$ cat config.mk
export PLATFORM = sky130hd
export DESIGN_NAME = mem_stage
export DESIGN_NICKNAME = d
export VERILOG_FILES = /design/src/rtl/mem_stage.sv
export SDC_FILE = /design/constraint.sdc
export NUM_CORES = 1
export LEC_CHECK = 0
export BUFFER_PORTS_ARGS = -buffer_cell sky130_fd_sc_hd__buf_2
export CAP_MARGIN = 10
export CORE_MARGIN = 2
export CORE_UTILIZATION = 35
export DETAILED_ROUTE_END_ITERATION = 10
export GPL_TIMING_DRIVEN = 1
export SLEW_MARGIN = 20
export SYNTH_ARGS = -nofsm -noshare
export SYNTH_HDL_FRONTEND = slang
export SYNTH_SLANG_ARGS = --single-unit
$ cat constraint.sdc
create_clock -name clk -period 4.6 [get_ports clk]
set_input_delay 0.23 -clock clk [delete_from_list [all_inputs] [get_ports clk]]
set_output_delay 0.23 -clock clk [all_outputs]
set_load 0.05 [all_outputs]
$ cat src/rtl/mem_stage.sv
// mem_stage: MEM pipeline stage that waits for data-SRAM load responses, extends load data and drops orphaned responses
module mem_stage #(
   parameter int ES_TO_MS_BUS_WD = 132,
   parameter int MS_TO_WS_BUS_WD = 126,
   parameter int DISCARD_CNT_W   = 2
) (
   input  logic                       clk,
   input  logic                       reset,
   input  logic                       flush,
   input  logic                       ws_allowin,
   output logic                       ms_allowin,
   input  logic                       es_to_ms_valid,
   input  logic [ES_TO_MS_BUS_WD-1:0] es_to_ms_bus,
   output logic                       ms_to_ws_valid,
   output logic [MS_TO_WS_BUS_WD-1:0] ms_to_ws_bus,
   input  logic                       data_sram_data_ok,
   input  logic [31:0]                data_sram_rdata,
   output logic [9:0]                 stall_ms_bus,
   output logic [33:0]                forward_ms_bus
);
   logic                       ms_valid_q, ms_valid_d;
   logic                       data_got_q, data_got_d;
   logic [31:0]                data_buf_q, data_buf_d;
   logic [DISCARD_CNT_W-1:0]   discard_cnt_q, discard_cnt_d;
   logic [ES_TO_MS_BUS_WD-1:0] bus_q, bus_d;
   logic [2:0]  mem_op;
   logic        mem_req;
   logic [1:0]  addr_lo;
   logic [3:0]  gr_we;
   logic [4:0]  dest;
   logic [31:0] alu_result;
   logic        cnt_zero, resp_take, ms_ready_go, in_wait, leaving, accept, inc, dec;
   logic [31:0] rd, ms_final_result;
   logic [7:0]  rd_byte;
   logic [15:0] rd_half;
   logic        load_pending;
   assign mem_op     = bus_q[131:129];
   assign mem_req    = bus_q[128];
   assign addr_lo    = bus_q[127:126];
   assign gr_we      = bus_q[72:69];
   assign dest       = bus_q[68:64];
   assign alu_result = bus_q[63:32];
   // Handshake: a response only counts for this entry once all orphaned responses are drained
   always_comb begin
      cnt_zero    = discard_cnt_q == '0;
      resp_take   = data_sram_data_ok && cnt_zero;
      ms_ready_go = !mem_req || data_got_q || resp_take;
      ms_allowin  = !ms_valid_q || (ms_ready_go && ws_allowin);
      in_wait     = ms_valid_q && mem_req && !data_got_q;
      leaving     = ms_valid_q && ms_ready_go && ws_allowin;
      accept      = es_to_ms_valid && ms_allowin;
      inc         = flush && in_wait && !resp_take;
      dec         = data_sram_data_ok && !cnt_zero;
   end
   // Load data extraction from the buffered or the live response
   always_comb begin
      rd      = data_got_q ? data_buf_q : data_sram_rdata;
      rd_byte = rd[{addr_lo, 3'b000} +: 8];
      rd_half = addr_lo[1] ? rd[31:16] : rd[15:0];
      ms_final_result = mem_op == 3'd1 ? rd :
                        mem_op == 3'd2 ? {{24{rd_byte[7]}}, rd_byte} :
                        mem_op == 3'd3 ? {24'b0, rd_byte} :
                        mem_op == 3'd4 ? {{16{rd_half[15]}}, rd_half} :
                        mem_op == 3'd5 ? {16'b0, rd_half} : alu_result;
      load_pending    = ms_valid_q && mem_op != 3'd0 && !ms_ready_go;
   end
   // Next state: accept/flush, response capture while WB is blocked, orphan counting
   always_comb begin
      bus_d         = accept ? es_to_ms_bus : bus_q;
      ms_valid_d    = flush ? 1'b0 : (ms_allowin ? es_to_ms_valid : ms_valid_q);
      data_got_d    = accept ? 1'b0 : ((resp_take && in_wait && !leaving) ? 1'b1 : data_got_q);
      data_buf_d    = (resp_take && in_wait && !leaving) ? data_sram_rdata : data_buf_q;
      discard_cnt_d = discard_cnt_q + {{(DISCARD_CNT_W-1){1'b0}}, inc} - {{(DISCARD_CNT_W-1){1'b0}}, dec};
   end
   // State registers
   always_ff @(posedge clk or posedge reset) begin
      if (reset) begin
         ms_valid_q    <= 1'b0;
         data_got_q    <= 1'b0;
         data_buf_q    <= '0;
         discard_cnt_q <= '0;
         bus_q         <= '0;
      end else begin
         ms_valid_q    <= ms_valid_d;
         data_got_q    <= data_got_d;
         data_buf_q    <= data_buf_d;
         discard_cnt_q <= discard_cnt_d;
         bus_q         <= bus_d;
      end
   end
   assign ms_to_ws_valid = ms_valid_q && ms_ready_go && !flush;
   assign ms_to_ws_bus   = {bus_q[125:64], ms_final_result, bus_q[31:0]};
   assign stall_ms_bus   = {ms_valid_q && |gr_we, gr_we & {4{ms_valid_q}}, dest};
   assign forward_ms_bus = {ms_valid_q && ms_ready_go, load_pending, ms_final_result};
endmodule

==> impl_metrics.prom <==
# TYPE chip_impl_metric gauge
chip_impl_metric{name="max_clock_freq",unit="MHz"} 269
chip_impl_metric{name="power_total",unit="mW"} 6.86
chip_impl_metric{name="global_route_congestion_overflow_total",unit=""} 0
chip_impl_info{name="layout_commonest_cell",value="sky130_fd_sc_hd__buf_2"} 1
chip_impl_metric{name="leakage",unit="nW"} 4.90
chip_impl_metric{name="slew_viol_final",unit=""} 0
chip_impl_metric{name="cts-resized-gates",unit=""} 0
chip_impl_metric{name="worst_skew_pair.late_latency",unit="ns"} 0.43
chip_impl_info{name="cp_slowest_cell",value="sky130_fd_sc_hd__dfrtp_1"} 1
chip_impl_metric{name="period_minus_slack",unit="ns"} 3.72
chip_impl_info{name="worstHoldPathType",value="in -> reg"} 1
chip_impl_metric{name="routed_wire_length_per_instance",unit="µm"} 18.0
chip_impl_metric{name="worst_slew_margin_rel",unit="%"} 31.6
chip_impl_metric{name="ys_types",unit=""} 41
chip_impl_metric{name="hold_buffer_count_at_cts",unit=""} 6
chip_impl_metric{name="critical-path-max-stage-delay",unit="ns"} 0.89
chip_impl_info{name="final_cell_mix",value="341 x sky130_fd_sc_hd__buf_2, 177 x sky130_fd_sc_hd__mux2_2, 167 x sky130_fd_sc_hd__dfrtp_1, 25 x sky130_fd_sc_hd__nand2_1"} 1
chip_impl_metric{name="place_worst_setup_slack",unit="ns"} 1.30
chip_impl_metric{name="tritoncts_num_sinks",unit=""} 168
chip_impl_metric{name="ir_worst_vdd",unit="V"} 0.000456
chip_impl_metric{name="max_cap_violations",unit=""} 0
chip_impl_metric{name="drcViolationCount",unit=""} 0
chip_impl_metric{name="detailedRoute.firstPassIterationCount",unit=""} 4
chip_impl_metric{name="final-hold-violation-count",unit=""} 0
chip_impl_info{name="clock-root-buffer",value="sky130_fd_sc_hd__clkbuf_16"} 1
chip_impl_info{name="crit_path_cell_trace",value="mux2_2 -> mux4_2 -> o21ai_4 -> a32oi_1 -> buf_2"} 1
chip_impl_metric{name="initialDrtViolationCount",unit=""} 305
chip_impl_metric{name="syn-mean-instance-area",unit="µm²"} 12.6
chip_impl_metric{name="synth_seq_area_share",unit="%"} 48.1
chip_impl_metric{name="antenna_found_initial",unit=""} 2
chip_impl_metric{name="floorplan.die.width",unit="µm"} 162
chip_impl_metric{name="synth.ff_latch_count",unit=""} 168
chip_impl_metric{name="grt.total_usage",unit="%"} 17.0
chip_impl_metric{name="cts-htree-levels",unit=""} 4
chip_impl_metric{name="die_h",unit="µm"} 162
chip_impl_metric{name="final.setup.tns",unit="ns"} 0
chip_impl_metric{name="fp.dieArea",unit="µm²"} 26300
chip_impl_metric{name="placed_cell_area",unit="µm²"} 9690
chip_impl_metric{name="floorplan.core_area",unit="µm²"} 24400
chip_impl_metric{name="power_frac_seq",unit="%"} 30.2
chip_impl_metric{name="crit_fanout",unit=""} 24
chip_impl_metric{name="wl",unit="µm"} 22300
chip_impl_metric{name="floorplan.rows",unit=""} 57
chip_impl_info{name="critical_path.startpoint_type",value="flip-flop"} 1
chip_impl_metric{name="tightest_slew",unit="ns"} 1.02
chip_impl_info{name="cts_tree",value="done"} 1
chip_impl_metric{name="finalWeightedCongestion",unit=""} 0.768
chip_impl_metric{name="finalHoldWorstSlack",unit="ns"} 0.0249
chip_impl_info{name="crit_type",value="reg -> out"} 1
chip_impl_metric{name="cts_setup_buffers",unit=""} 0
chip_impl_metric{name="final_area",unit="µm²"} 10400
chip_impl_metric{name="first_global_vias",unit=""} 6116
chip_impl_metric{name="detail-route-antenna-nets",unit=""} 0
chip_impl_info{name="critical_path.endpoint_type",value="output port"} 1
chip_impl_metric{name="post_synth_instance_area",unit="µm²"} 8740
chip_impl_metric{name="postLayoutSetupSlackWorst",unit="ns"} 0.879
chip_impl_metric{name="fin_skew",unit="ns"} 0.0169
chip_impl_metric{name="final_net_count",unit=""} 1067
chip_impl_metric{name="crit_path_dat",unit="ns"} 3.49
chip_impl_metric{name="tritoncts.num_buffers",unit=""} 17
chip_impl_metric{name="power_per_cell_area",unit="nW/µm²"} 659
chip_impl_info{name="rsz0062_at_grt",value="no"} 1
chip_impl_metric{name="worst_ep_required_time",unit="ns"} 4.37
chip_impl_metric{name="netlist_instances",unit=""} 691
chip_impl_metric{name="p_comb_share",unit="%"} 47.8
chip_impl_metric{name="clkPwrFrac",unit="%"} 22.0
chip_impl_metric{name="drive_gt1_share",unit="%"} 62.4
chip_impl_metric{name="grt_pass1_wl",unit="µm"} 34500
chip_impl_metric{name="detailedPlacementHpwl",unit="µm"} 16400
chip_impl_metric{name="final.period_utilization",unit="%"} 80.9
chip_impl_metric{name="setup_viol_count_final",unit=""} 0
chip_impl_metric{name="initial_core_util",unit="%"} 35.8
chip_impl_metric{name="p_sw_share",unit="%"} 47.9
chip_impl_metric{name="grt_max_degree",unit=""} 133
chip_impl_metric{name="synth_nets",unit=""} 863
chip_impl_metric{name="p_int",unit="mW"} 3.57
chip_impl_info{name="outcome",value="finished clean"} 1
chip_impl_metric{name="power.switching",unit="mW"} 3.28
chip_impl_metric{name="area_delta_synth_final",unit="%"} 19.1
chip_impl_metric{name="boundaryPins",unit=""} 342
chip_impl_metric{name="dr_total_vias",unit=""} 5872
chip_impl_metric{name="vias_per_std_cell",unit=""} 4.75
chip_impl_metric{name="cts_max_path_buffers",unit=""} 2
chip_impl_metric{name="clkSlewWorstSetupHoldPaths",unit="ns"} 0.08
chip_impl_metric{name="synth_warnings",unit=""} 0
chip_impl_metric{name="place.port_buffers",unit=""} 341
## critical path: cells and delay by family (launching register included)
| family | cells | cell delay [ns] |
|---|---|---|
| DFF | 1 | 0.89 |
| AOI/OAI and AO/OA | 2 | 0.91 |
| buffers and inverters | 1 | 0.30 |
| muxes | 2 | 0.94 |
## routing by layer
| layer | up-vias | track usage [%] | routed length, µm |
|---|---|---|---|
| li1 | 2728 | - | - |
| met1 | 2878 | 21.0 | 9390 |
| met2 | 247 | 29.0 | 10900 |
| met3 | 19 | 4.49 | 1640 |
| met4 | 0 | 5.67 | 374 |
| met5 | - | 0 | 0 |
## final timing paths
kind | from | slack, ns | to | cells past startpoint
min in group asynchronous | reset | 0.34 | bus_q[100]$_DFFE_PP0P_ | 3
min reg2reg | discard_cnt_q[1]$_DFF_PP0_ | 0.49 | discard_cnt_q[1]$_DFF_PP0_ | 1
max reg2reg | data_got_q$_DFFE_PP0P_ | 2.03 | bus_q[92]$_DFFE_PP0P_ | 5
max in group asynchronous | reset | 3.00 | bus_q[30]$_DFFE_PP0P_ | 4
min | es_to_ms_bus[98] | 0.02 | bus_q[98]$_DFFE_PP0P_ | 2
max | bus_q[127]$_DFFE_PP0P_ | 0.88 | ms_to_ws_bus[41] | 5
## through the flow
step                      util, %  std cells
after global placement       39.7       1193
after CTS                    42.5       1231
final                        42.7       1235
after global routing         42.6       1232
after detailed placement     39.7       1193
after floorplan                 -        691
## registers in the layout (all words and copies together), names as in the netlist
register       count
discard_cnt_q      2
data_got_q         1
data_buf_q        32
bus_q            132
ms_valid_q         1
## cell usage after synthesis (all sizes together)
library cell  number  area, µm²
mux2i             24        240
a211oi             7       52.6
nand3              3       15.0
o31ai              1       12.5
a21oi              2       10.0
a32oi             24        210
nor2              14       52.6
o22ai              7       43.8
a221o              1       10.0
nor2b             17        106
mux4               1       22.5
ha                 2       25.0
clkbuf            10       37.5
a22oi              9       67.6
o21ai              2       21.3
o41a               1       11.3
nor3               1       5.00
and2               5       31.3
a2111oi            7       61.3
dfrtp            168       4200
buf              159       1200
mux2             183       2060
or2                1       6.26
xnor2              3       26.3
nand2             26        100
or3b               1       8.76
a31oi              1       21.3
o21a               1       7.51
nor3b              2       20.0
and3b              1       8.76
o2bb2ai            1       8.76
nand4              1       6.26
inv                5       18.8
## power groups by stage
stage	logic [mW]	clock network [mW]	registers (mW)
finish	3.28	1.51	2.07
global route	3.44	1.62	2.12
CTS	3.31	1.56	2.07
detailed placement	3.30	0	2.09
global placement	3.28	0	2.08
floorplan	3.11	0	2.00
## cell families after synthesis
family / after synthesis / synth area share, %
fa+ha+maj: 2 / 0.286
simple gates: 72 / 4.12
compound gates: 64 / 6.16
xor+xnor: 3 / 0.301
mux: 208 / 26.6
buf+inv: 174 / 14.4
flops: 168 / 48.1
## final cells by class
cell class | instances | area, µm²
Clock buffer | 20 | 457
Tap cell | 324 | 405
Clock inverter | 12 | 163
Inverter | 5 | 22.5
Timing Repair Buffer | 354 | 1850
Antenna cell | 3 | 7.51
Fill cell | 2337 | 14000
Sequential cell | 168 | 4210
Multi-Input combinational cell | 349 | 3300
No activity file was read; power rests on OpenSTA's default activity.
